## config.mk

```make
export PLATFORM = sky130hd
export DESIGN_NAME = mem_access_unit
export DESIGN_NICKNAME = d
export VERILOG_FILES = /design/src/rtl/mem_pkg.sv /design/src/rtl/lane_align.sv /design/src/rtl/mem_access_unit.sv
export SDC_FILE = /design/constraint.sdc
export NUM_CORES = 1
export LEC_CHECK = 0
export CORE_ASPECT_RATIO = 1.4
export CORE_MARGIN = 2
export CORE_UTILIZATION = 47
export CTS_BUF_LIST = sky130_fd_sc_hd__clkbuf_4
export CTS_CLUSTER_SIZE = 20
export DETAILED_ROUTE_END_ITERATION = 10
export GPL_ROUTABILITY_DRIVEN = 0
export PLACE_DENSITY = 0.92
export SLEW_MARGIN = 20
export SYNTH_ARGS = -nofsm -noshare
export SYNTH_HDL_FRONTEND = slang
export SYNTH_SLANG_ARGS = --single-unit
```

## constraint.sdc

```tcl
create_clock -name clk -period 1.7 [get_ports clk]
set_input_delay 0.17 -clock clk [delete_from_list [all_inputs] [get_ports clk]]
set_output_delay 0.17 -clock clk [all_outputs]
set_load 0.005 [all_outputs]
```

## src/rtl/mem_pkg.sv

```systemverilog
// Shared encodings for the memory access unit: access sizes, FSM states,
// default bus timeout and the alignment rule used by the request path.
package mem_pkg;

  typedef enum logic [1:0] {
    MT_WORD     = 2'b00,
    MT_HALF     = 2'b01,
    MT_WORD_ALT = 2'b10,
    MT_BYTE     = 2'b11
  } mem_type_t;

  typedef enum logic {
    S_IDLE = 1'b0,
    S_BUSY = 1'b1
  } state_t;

  localparam int DEFAULT_TIMEOUT_CYCLES = 255;

  // Bytes are never misaligned; halves need addr[0]=0; words (both codes) need addr[1:0]=0.
  function automatic logic is_misaligned(input logic [1:0] mem_type, input logic [1:0] addr_lo);
    logic mis;
    case (mem_type)
      MT_HALF: mis = addr_lo[0];
      MT_BYTE: mis = 1'b0;
      default: mis = (addr_lo != 2'b00);
    endcase
    return mis;
  endfunction

endpackage

```

## src/rtl/lane_align.sv

```systemverilog
// Combinational byte-lane steering: store byte enables and replication,
// plus half/byte extraction from a returned read word.
module lane_align
  import mem_pkg::*;
(
  input  logic [1:0]  mem_type,
  input  logic [1:0]  addr_lo,
  input  logic [31:0] store_data,
  input  logic [31:0] load_data,
  output logic [3:0]  byte_en,
  output logic [31:0] store_lanes,
  output logic [15:0] load_half,
  output logic [7:0]  load_byte
);

  always_comb begin
    byte_en     = 4'b1111;
    store_lanes = store_data;
    case (mem_type)
      MT_HALF: begin
        byte_en     = addr_lo[1] ? 4'b1100 : 4'b0011;
        store_lanes = {2{store_data[15:0]}};
      end
      MT_BYTE: begin
        byte_en     = 4'b0001 << addr_lo;
        store_lanes = {4{store_data[7:0]}};
      end
      default: ;
    endcase
  end

  always_comb begin
    load_half = addr_lo[1] ? load_data[31:16] : load_data[15:0];
    case (addr_lo)
      2'd0:    load_byte = load_data[7:0];
      2'd1:    load_byte = load_data[15:8];
      2'd2:    load_byte = load_data[23:16];
      default: load_byte = load_data[31:24];
    endcase
  end

endmodule

```

## src/rtl/mem_access_unit.sv

```systemverilog
// M-stage data memory access unit with an IDLE/BUSY bus FSM and W-stage register.
// Optional bus-ack timeout is enabled by defining MEM_TIMEOUT_EN.
module mem_access_unit
  import mem_pkg::*;
#(
  parameter int TIMEOUT_CYCLES = DEFAULT_TIMEOUT_CYCLES
) (
  input  logic        clk,
  input  logic        reset,
  input  logic        MemReadM,
  input  logic        MemWriteM,
  input  logic [1:0]  MemTypeM,
  input  logic        LoadExtSignM,
  input  logic        MemtoRegM,
  input  logic [31:0] ALUOutM,
  input  logic [31:0] WriteDataM,
  input  logic        Flush,
  output logic        bus_req,
  output logic        bus_we,
  output logic [31:0] bus_addr,
  output logic [3:0]  bus_be,
  output logic [31:0] bus_wdata,
  input  logic [31:0] bus_rdata,
  input  logic        bus_ack,
  output logic        StallM,
  output logic [1:0]  ErrM,
  output logic [31:0] ReadDataW,
  output logic [15:0] ReadDataHW,
  output logic [7:0]  ReadDataBW,
  output logic [1:0]  MemTypeW,
  output logic        LoadExtSignW,
  output logic        MemtoRegW,
  output logic [31:0] ALUOutW,
  output logic        ValidW
);

  state_t      state, state_next;
  logic [31:0] addr_r, wdata_r;
  logic [1:0]  type_r;
  logic        we_r, ext_r, m2r_r, flush_r, done;
  logic        mem_op, misaligned, start, timeout;
  logic [3:0]  be_lanes;
  logic [31:0] wdata_lanes;
  logic [15:0] rd_half;
  logic [7:0]  rd_byte;

  // The M register still holds a finished access for one cycle after the bus
  // completes (StallM covers the ack cycle); `done` stops it being reissued.
  assign mem_op     = (MemReadM | MemWriteM) & ~done;
  assign misaligned = is_misaligned(MemTypeM, ALUOutM[1:0]);
  assign start      = (state == S_IDLE) & mem_op & ~misaligned & ~Flush;

`ifdef MEM_TIMEOUT_EN
  logic [7:0] busy_cnt;

  always_ff @(posedge clk) begin
    if (reset || state != S_BUSY) busy_cnt <= '0;
    else                          busy_cnt <= busy_cnt + 8'd1;
  end

  assign timeout = (state == S_BUSY) & ~bus_ack & (busy_cnt == 8'(TIMEOUT_CYCLES - 1));
`else
  assign timeout = 1'b0;
`endif

  always_ff @(posedge clk) begin
    if (reset) state <= S_IDLE;
    else       state <= state_next;
  end

  always_comb begin
    state_next = state;
    bus_req    = 1'b0;
    bus_we     = 1'b0;
    bus_be     = 4'b0000;
    StallM     = 1'b0;
    case (state)
      S_IDLE: if (start) state_next = S_BUSY;
      S_BUSY: if (bus_ack || timeout) state_next = S_IDLE;
      default: state_next = S_IDLE;
    endcase
    if (!reset) begin
      case (state)
        S_IDLE: StallM = start;
        S_BUSY: begin
          bus_req = 1'b1;
          bus_we  = we_r;
          bus_be  = be_lanes;
          StallM  = 1'b1;
        end
        default: ;
      endcase
    end
  end

  assign bus_addr  = {addr_r[31:2], 2'b00};
  assign bus_wdata = wdata_lanes;

  lane_align u_lane_align (
    .mem_type    (type_r),
    .addr_lo     (addr_r[1:0]),
    .store_data  (wdata_r),
    .load_data   (bus_rdata),
    .byte_en     (be_lanes),
    .store_lanes (wdata_lanes),
    .load_half   (rd_half),
    .load_byte   (rd_byte)
  );

  always_ff @(posedge clk) begin
    if (reset) begin
      addr_r  <= '0;
      wdata_r <= '0;
      type_r  <= '0;
      we_r    <= 1'b0;
      ext_r   <= 1'b0;
      m2r_r   <= 1'b0;
      flush_r <= 1'b0;
      done    <= 1'b0;
    end else begin
      done <= (state == S_BUSY) & (bus_ack | timeout);
      if (start) begin
        addr_r  <= ALUOutM;
        wdata_r <= WriteDataM;
        type_r  <= MemTypeM;
        we_r    <= MemWriteM;
        ext_r   <= LoadExtSignM;
        m2r_r   <= MemtoRegM;
        flush_r <= 1'b0;
      end else if (state == S_BUSY && Flush) begin
        flush_r <= 1'b1;
      end
    end
  end

  // W stage: a bus result on ack, a pass-through for non-memory ops, else a bubble.
  always_ff @(posedge clk) begin
    if (reset) begin
      ReadDataW    <= '0;
      ReadDataHW   <= '0;
      ReadDataBW   <= '0;
      MemTypeW     <= '0;
      LoadExtSignW <= 1'b0;
      MemtoRegW    <= 1'b0;
      ALUOutW      <= '0;
      ValidW       <= 1'b0;
      ErrM         <= 2'b00;
    end else begin
      ValidW <= 1'b0;
      ErrM   <= 2'b00;
      if (state == S_BUSY) begin
        if (bus_ack) begin
          ValidW       <= ~(flush_r | Flush);
          ReadDataW    <= bus_rdata;
          ReadDataHW   <= rd_half;
          ReadDataBW   <= rd_byte;
          MemTypeW     <= type_r;
          LoadExtSignW <= ext_r;
          MemtoRegW    <= m2r_r;
          ALUOutW      <= addr_r;
        end else if (timeout) begin
          ErrM[1] <= 1'b1;
        end
      end else if (!(MemReadM || MemWriteM)) begin
        if (!Flush) begin
          ValidW       <= 1'b1;
          ALUOutW      <= ALUOutM;
          MemTypeW     <= MemTypeM;
          LoadExtSignW <= LoadExtSignM;
          MemtoRegW    <= MemtoRegM;
        end
      end else if (!done && !Flush && misaligned) begin
        ErrM[0] <= 1'b1;
      end
    end
  end

endmodule

```

# After elaboration in Yosys (flattened, before gate mapping)
# Cells that the tools add are included.
# classes
muxes	38
eq_ne	9
reduce_logical	12
shift	1
bitwise_logic	13
# ops
operator	count
$mux 32	4
$pmux 32 s2	1
$pmux 8 s3	1
$mux 1	20
$mux 16	1
$mux 4	3
$mux 2	4
$pmux 4 s2	1
$eq 2x1->1 const B	3
$eq 2x2->1 const B	3
$not 1->1	6
$pmux 1 s2	3
$and 1x1->1	5
$ne 2x2->1 const B	2
$shl 1x2->4 const A	1
$logic_and 1x1->1	3
$reduce_and 3->1	1
$reduce_or 3->1	1
$logic_not 1->1	2
$logic_not 2->1	1
$ne 2x1->1 const B	1
$or 1x1->1	2
$reduce_and 2->1	1
$reduce_bool 2->1	1
other kinds (2)	2
# word_totals
in_bits	106
regBits	167
out_inout_bits	166
word_cells	92

# Longest topological paths before layout
# Gate-level depths: netlist of the first run.
# logic_depth
depth_word	7
mapped_depth	7
ltp_nobuf	3

# By module
# From an unflattened synthesis of the first run, not the netlist that was laid out.
# unflattened
hier_cells	857
area_unflattened_um2	7977.7
# by_module_without_submodules
mod	cells_per_inst	n_inst	seq_area_each_um2	area_per_inst_um2
mem_access_unit	770	1	3323.2	7196.9
lane_align	87	1	0.0	780.7

# Least setup slack after synthesis of the first run
# No wires, ideal clock.
# synth_timing
path_kind	register -> output
startpoint	register state
endpoint	output port StallM
path_buffers	3
required_time_ns	1.530
stages_incl_launch_ff	7
arrival_ns	1.451
slack_ns	0.079
path_cell_list	dfxtp_1 > buf_6 > or3_4 > nor4_4 > buf_6 > buf_8 > o21ba_1
# synth_via
elab_chain_len	6
# synth_lines
item	line	rtl
start: declaration	mem_access_unit.sv:37	state_t state, state_next;
start signal: assignment	mem_access_unit.sv:68	else state <= state_next;
$not 1->1	mem_access_unit.sv:51, mem_access_unit.sv:83	
$and 1x1->1 (3 in series)	mem_access_unit.sv:51	assign start = (state == S_IDLE) & mem_op & ~misaligned & ~Flush;
$pmux 1 s2 *	mem_access_unit.sv:83	case (state)
$mux 1 *	mem_access_unit.sv:82	if (!reset) begin
end: declaration	mem_access_unit.sv:25	output logic StallM,
# Mark *: on every way between the ends. The rest lies on a longest branch, timed or not.

# Worst setup path after layout of the first run
# Ends and elaborated chain as after synthesis.

==> results of run 1 <==
==> through the flow <==
step | power, mW | std cells
after global placement | 5.85 | 1236
after CTS | 8.21 | 1279
after floorplan | 5.12 | 844
after global routing | 8.63 | 1300
final | 8.26 | 1300
after detailed placement | 5.89 | 1236
==> power breakdown <==
group	switching [mW]	internal, mW
Clock	1.49	0.781
Sequential	0.140	4.09
Combinational	0.740	1.02
==> logic make-up after synthesis <==
kind of cell / Yosys count
buffers and inverters: 113
multiplexers: 145
AND/OR/NAND/NOR: 306
other: 1
AO/OA/AOI/OAI: 111
flip-flops: 166
==> repair_timing <==
item / in CTS / in global routing
resized for setup: 182 / 143
gates cloned: 4 / 3
setup buffers: 8 / 20
setup endpoints to repair: 82 / 204
pin swaps: 7 / 13
==> flip-flops by register name (all words and copies together), names as in the netlist, 2 cells and up <==
signal	cells
ALUOutW	32
MemTypeW	2
ReadDataBW	8
ReadDataHW	16
ReadDataW	32
addr_r	32
type_r	2
wdata_r	32
==> layer usage <==
metal | vias to the layer above | part of all wire | track usage
li1 | 3305 | - | -
met1 | 3326 | 0.37 | 0.278
met2 | 309 | 0.51 | 0.423
met3 | 76 | 0.078 | 0.0804
met4 | 0 | 0.045 | 0.129
met5 | - | 0 | 0
==> worst paths after layout <==
kind,startpoint,endpoint,depth (start not counted)
setup / recovery,state$_SDFF_PP0_,StallM,4
hold / removal,bus_rdata[17],ReadDataW[17]$_SDFFE_PP0P_,3
setup reg to reg,state$_SDFF_PP0_,wdata_r[27]$_SDFFE_PP0P_,5
hold reg to reg,ReadDataW[16]$_SDFFE_PP0P_,ReadDataW[16]$_SDFFE_PP0P_,2
==> critical path, stage by stage (launching register included) <==
cell     delay, ns
dfxtp_2       0.34
or3_4         0.39
nor4_4        0.15
o21ba_1       0.16
buf_2         0.14
==> final cells by class <==
cell class / instances / area (um^2) / area share
Tap cell: 203 / 254 / 0.0220
Timing Repair Buffer: 330 / 3460 / 0.299
Clock buffer: 19 / 143 / 0.0123
Clock inverter: 13 / 123 / 0.0106
Antenna cell: 1 / 2.50 / 0.000216
Sequential cell: 166 / 3440 / 0.298
Multi-Input combinational cell: 565 / 4130 / 0.357
Inverter: 3 / 13.8 / 0.00119
==> cell usage after synthesis <==
cell and n:
buf_6 5, inv_1 2, nor2_1 27, nor2b_1 2, clkinv_1 1, o21ai_0 1, o21ba_2 2, a211oi_1 39
or2_1 1, buf_2 9, dfxtp_1 166, a21o_1 1, nor3_1 38, nand2_1 84, buf_4 41, nor4_1 1
o32a_1 1, a211oi_2 13, nand2b_1 140, a31o_2 8, nor4_4 2, buf_8 1, or3_4 1, conb_1 1
o21ba_1 1, buf_12 6, a21oi_1 45, and2_1 2, mux2_2 16, buf_1 5, mux2i_1 129, clkbuf_1 43
nor3b_1 8
==> impl_metrics.tcl, run 1 <==
set metrics [dict create \
    ys_seq_area_frac 0.417 \
    setup_ws_ns -0.226 \
    nets 1189 \
    hold_violations 0 \
    worst_pin_slew_ns 0.598 \
    drtIter0Drc 610 \
    crit_path_start_kind "register" \
    r2r_slack_ns 0.02 \
    violations "setup timing" \
    ys_seq_elements 166 \
    syn_to_final_growth_pct 45.1 \
    clkLatencyLatePin_ns 0.59 \
    antenna_found_initial 1 \
    fin_skew_ns 0.0170 \
    fin_setup_tns_ns -3.61 \
    synth_area_mm2 0.00797 \
    critPathKind "register to output port" \
    outcome "finished, violations left" \
    row_count 56 \
    synth_area_leaders "dfxtp_1, mux2i_1, nand2b_1, nand2_1, buf_4" \
    pre_cts_slack_ns -0.401 \
    setup_viol 29 \
    stdcell_area_mm2 0.0116 \
    wl_um 24400 \
    numCtsBuffers 17 \
    root_buffer "clkbuf_4" \
    boundaryPins 272 \
    drtAntennaViolNets 0 \
    die_w_um 114 \
    hold_buffers 0 \
    grt_start_max_net_pins 171 \
    viasPerCell 5.40 \
    core_area_mm2 0.0167 \
    maxSlewHeadroom 0.601 \
    die-area_mm2 0.0180 \
    dr.pass1.iters 7 \
    end_kind "output port" \
    grtUsageTotal 0.249 \
    initial_utilization 0.478 \
    clk_pin_slew_ns 0.16 \
    synthCells 842 \
    synth_warnings 0 \
    power_density_mw_per_mm2 714 \
    via_count 7016 \
    portBuffers 268 \
    avgSynthCellArea_um2 9.47 \
    fin_crit_ns 1.93 \
    synth_compound_area_frac 0.101 \
    grt_pass1_wl_um 35300 \
    layout_common_cells "clkdlybuf4s50_1, nand2b_1, mux2i_1, dfxtp_1, nand2_1" \
    min_path_type "primary input to register" \
    critical_path_required_ns 1.53 \
    yosys.area_share.simple 0.205 \
    fin_crit_sh 1.13 \
    die_y_um 158 \
    synth_top_cell_area_share 0.417 \
    hpwl_um 15600 \
    drive_gt1_frac 0.250 \
    synthMuxAreaShare 0.185 \
    p_leak_nw 4.63 \
    wl_per_cell_um 18.7 \
    grt-ovfl-total 0 \
    final_common_cell "clkdlybuf4s50_1" \
    dpl_cell_area_mm2 0.0105 \
    grt_pass1_vias 6717 \
    ir_drop_mv 0.481 \
    synthAdderAreaFrac 0 \
    clk_path_buf_depth 2 \
    clock.fmax_ghz 0.519 \
    final_util 0.694 \
    grt_setup_unrepaired "true" \
    cts.sinks 166 \
    cts.htree.levels 4 \
    synth.distinct_cells 33 \
    drc_errors 0 \
    path_max_fanout 2 \
    synth_top_family_by_area "simple AND/OR/NAND/NOR gates" \
    hold_slack_ns 0.132 \
    cts_tree "built" \
    arrival_ns 1.76 \
    synthXorXnorAreaFrac 0 \
    fillers 1174 \
    drv_cap 0 \
    slew_violations 0 \
    synth_top_area_cell "dfxtp_1" \
]
Power figures use the tool's default switching activity.
==> run 2: changes to the inputs <==
--- a/config.mk
+++ b/config.mk
@@ -12,7 +12,7 @@
 export CTS_CLUSTER_SIZE = 20
 export DETAILED_ROUTE_END_ITERATION = 10
 export GPL_ROUTABILITY_DRIVEN = 0
-export PLACE_DENSITY = 0.92
+export PLACE_DENSITY_LB_ADDON = 0.2
 export SLEW_MARGIN = 20
 export SYNTH_ARGS = -nofsm -noshare
 export SYNTH_HDL_FRONTEND = slang
==> run 2 against run 1 <==
Effect of this change: the run still ends with setup timing left; power shrank 0.83%; worst setup slack got worse by 0.0077 ns; via count fell by 3.3%; maximum frequency is 0.40% lower; global-route usage fell by 0.96 points; sequential power barely moved; routed wire length shrank 6.1%; hold slack improved by 0.019 ns; non-clock buffer count increased by 10.
==> impl_metrics.tcl, run 2 (synthesized netlist as in run 1, its figures left out) <==
set metrics [dict create \
    drc_errors 0 \
    critPathKind "register to output port" \
    hold_buffers 0 \
    numCtsBuffers 17 \
    cts.htree.levels 4 \
    syn_to_final_growth_pct 47.8 \
    fin_setup_tns_ns -3.92 \
    hold_violations 0 \
    nets 1199 \
    die_y_um 158 \
    initial_utilization 0.478 \
    crit_path_start_kind "register" \
    rr_worst_depth 5 \
    power_density_mw_per_mm2 695 \
    portBuffers 268 \
    arrival_ns 1.76 \
    outcome "finished, violations left" \
    boundaryPins 272 \
    end_kind "output port" \
    grt-ovfl-total 0 \
    final_common_cell "clkdlybuf4s50_1" \
    maxSlewHeadroom 0.541 \
    drtIter0Drc 416 \
    critical_path_required_ns 1.53 \
    pre_cts_slack_ns -0.367 \
    viasPerCell 5.18 \
    drtAntennaViolNets 0 \
    root_buffer "clkbuf_4" \
    die_w_um 114 \
    grt_pass1_vias 6509 \
    core_area_mm2 0.0167 \
    cts.sinks 166 \
    wl_per_cell_um 17.5 \
    dr.max_layer_used "met4" \
    path_max_fanout 2 \
    violations "setup timing" \
    fin_skew_ns 0.0159 \
    grt_pass1_wl_um 34100 \
    clkLatencyLatePin_ns 0.58 \
    fin_crit_sh 1.14 \
    wl_um 22900 \
    setup_ws_ns -0.234 \
    hpwl_um 14500 \
    cts_tree "built" \
    drv_cap 0 \
    wl_met3_um 1340 \
    dr.pass1.iters 5 \
    hold_start "WriteDataM[21]" \
    clk_path_buf_depth 2 \
    layout_common_cells "clkdlybuf4s50_1, nand2b_1, mux2i_1, dfxtp_1, nand2_1" \
    ir_drop_mv 0.545 \
    die-area_mm2 0.0180 \
    r2r_slack_ns 0.02 \
    fin_crit_ns 1.93 \
    grt_start_max_net_pins 178 \
    clk_pin_slew_ns 0.14 \
    wl_met1_um 9510 \
    worst_r2r_endpoint "addr_r[10]$_SDFFE_PP0P_" \
    worst_pin_slew_ns 0.689 \
    drive_gt1_frac 0.256 \
    clock.fmax_ghz 0.517 \
    setup_viol 29 \
    dr_wl_met2_um 11500 \
    antenna_found_initial 1 \
    grtUsageTotal 0.240 \
    grt_setup_unrepaired "true" \
    rr_startpoint "state$_SDFF_PP0_" \
    slew_violations 0 \
    via_count 6787 \
    min_to "wdata_r[21]$_SDFFE_PP0P_" \
    min_path_type "primary input to register" \
    p_leak_nw 5.00 \
    min_path_cells 3 \
    row_count 56 \
]
-- run 2: critical path, stage by stage (launching register included) --
cell and delay, ns:
dfxtp_2 0.34, or3_4 0.39, nor4_4 0.16, o21ba_1 0.16
buf_2 0.14
-- run 2: where the power goes --
group,internal [mW],switching (mW)
combinational,1.04,0.735
sequential,4.09,0.135
clock,0.724,1.47
-- run 2: what timing repair did --
| item | CTS | global route |
|---|---|---|
| pin swaps | 11 | 18 |
| endpoints found under the setup margin | 82 | 215 |
| cloned | 3 | 2 |
| gates resized for setup | 190 | 179 |
| buffers inserted | 19 | 20 |
| hold endpoints to repair | 0 | 0 |
-- run 2: cell type report --
class / count / area (um^2)
Clock buffer: 17 / 128
Tap cell: 203 / 254
Inverter: 3 / 11.3
Timing Repair Buffer: 340 / 3620
Clock inverter: 15 / 129
Sequential cell: 166 / 3450
Antenna cell: 1 / 2.50
Multi-Input combinational cell: 565 / 4200
Fill cell: 1317 / 4890
-- run 2: metrics by stage --
stage | area [um^2] | instances | power, mW | util | hold WS, ns
6_report | 11800 | 1310 | 8.19 | 0.707 | 0.151
3_3_place_gp | 10600 | 1241 | 5.88 | 0.634 | 0.441
4_1_cts | 11100 | 1295 | 8.13 | 0.668 | 0.126
3_5_place_dp | 10600 | 1241 | 5.90 | 0.634 | 0.448
2_1_floorplan | 7980 | 844 | 5.12 | - | 0.246
5_1_grt | 11800 | 1310 | 8.57 | 0.707 | 0.104
-- run 2: per-layer routing --
layer / vias to the layer above / GRT usage
li1: 3330 / -
met1: 3189 / 0.285
met2: 232 / 0.404
met3: 36 / 0.0766
met4: 0 / 0.0877
met5: - / 0
-- run 2: worst max-delay path by stage --
| stage | startpoint | endpoint | slack [ns] | cells after the start |
|---|---|---|---|---|
| after global routing | state$_SDFF_PP0_ | StallM | -0.36 | 4 |
| after global placement | ALUOutM[0] | StallM | -0.34 | 6 |
| after detailed placement | ALUOutM[0] | StallM | -0.37 | 6 |
| after CTS | type_r[0]$_SDFFE_PP0P_ | bus_wdata[22] | -0.28 | 5 |
| final | state$_SDFF_PP0_ | StallM | -0.23 | 4 |
| after floorplan | state$_SDFF_PP0_ | StallM | 0.08 | 6 |
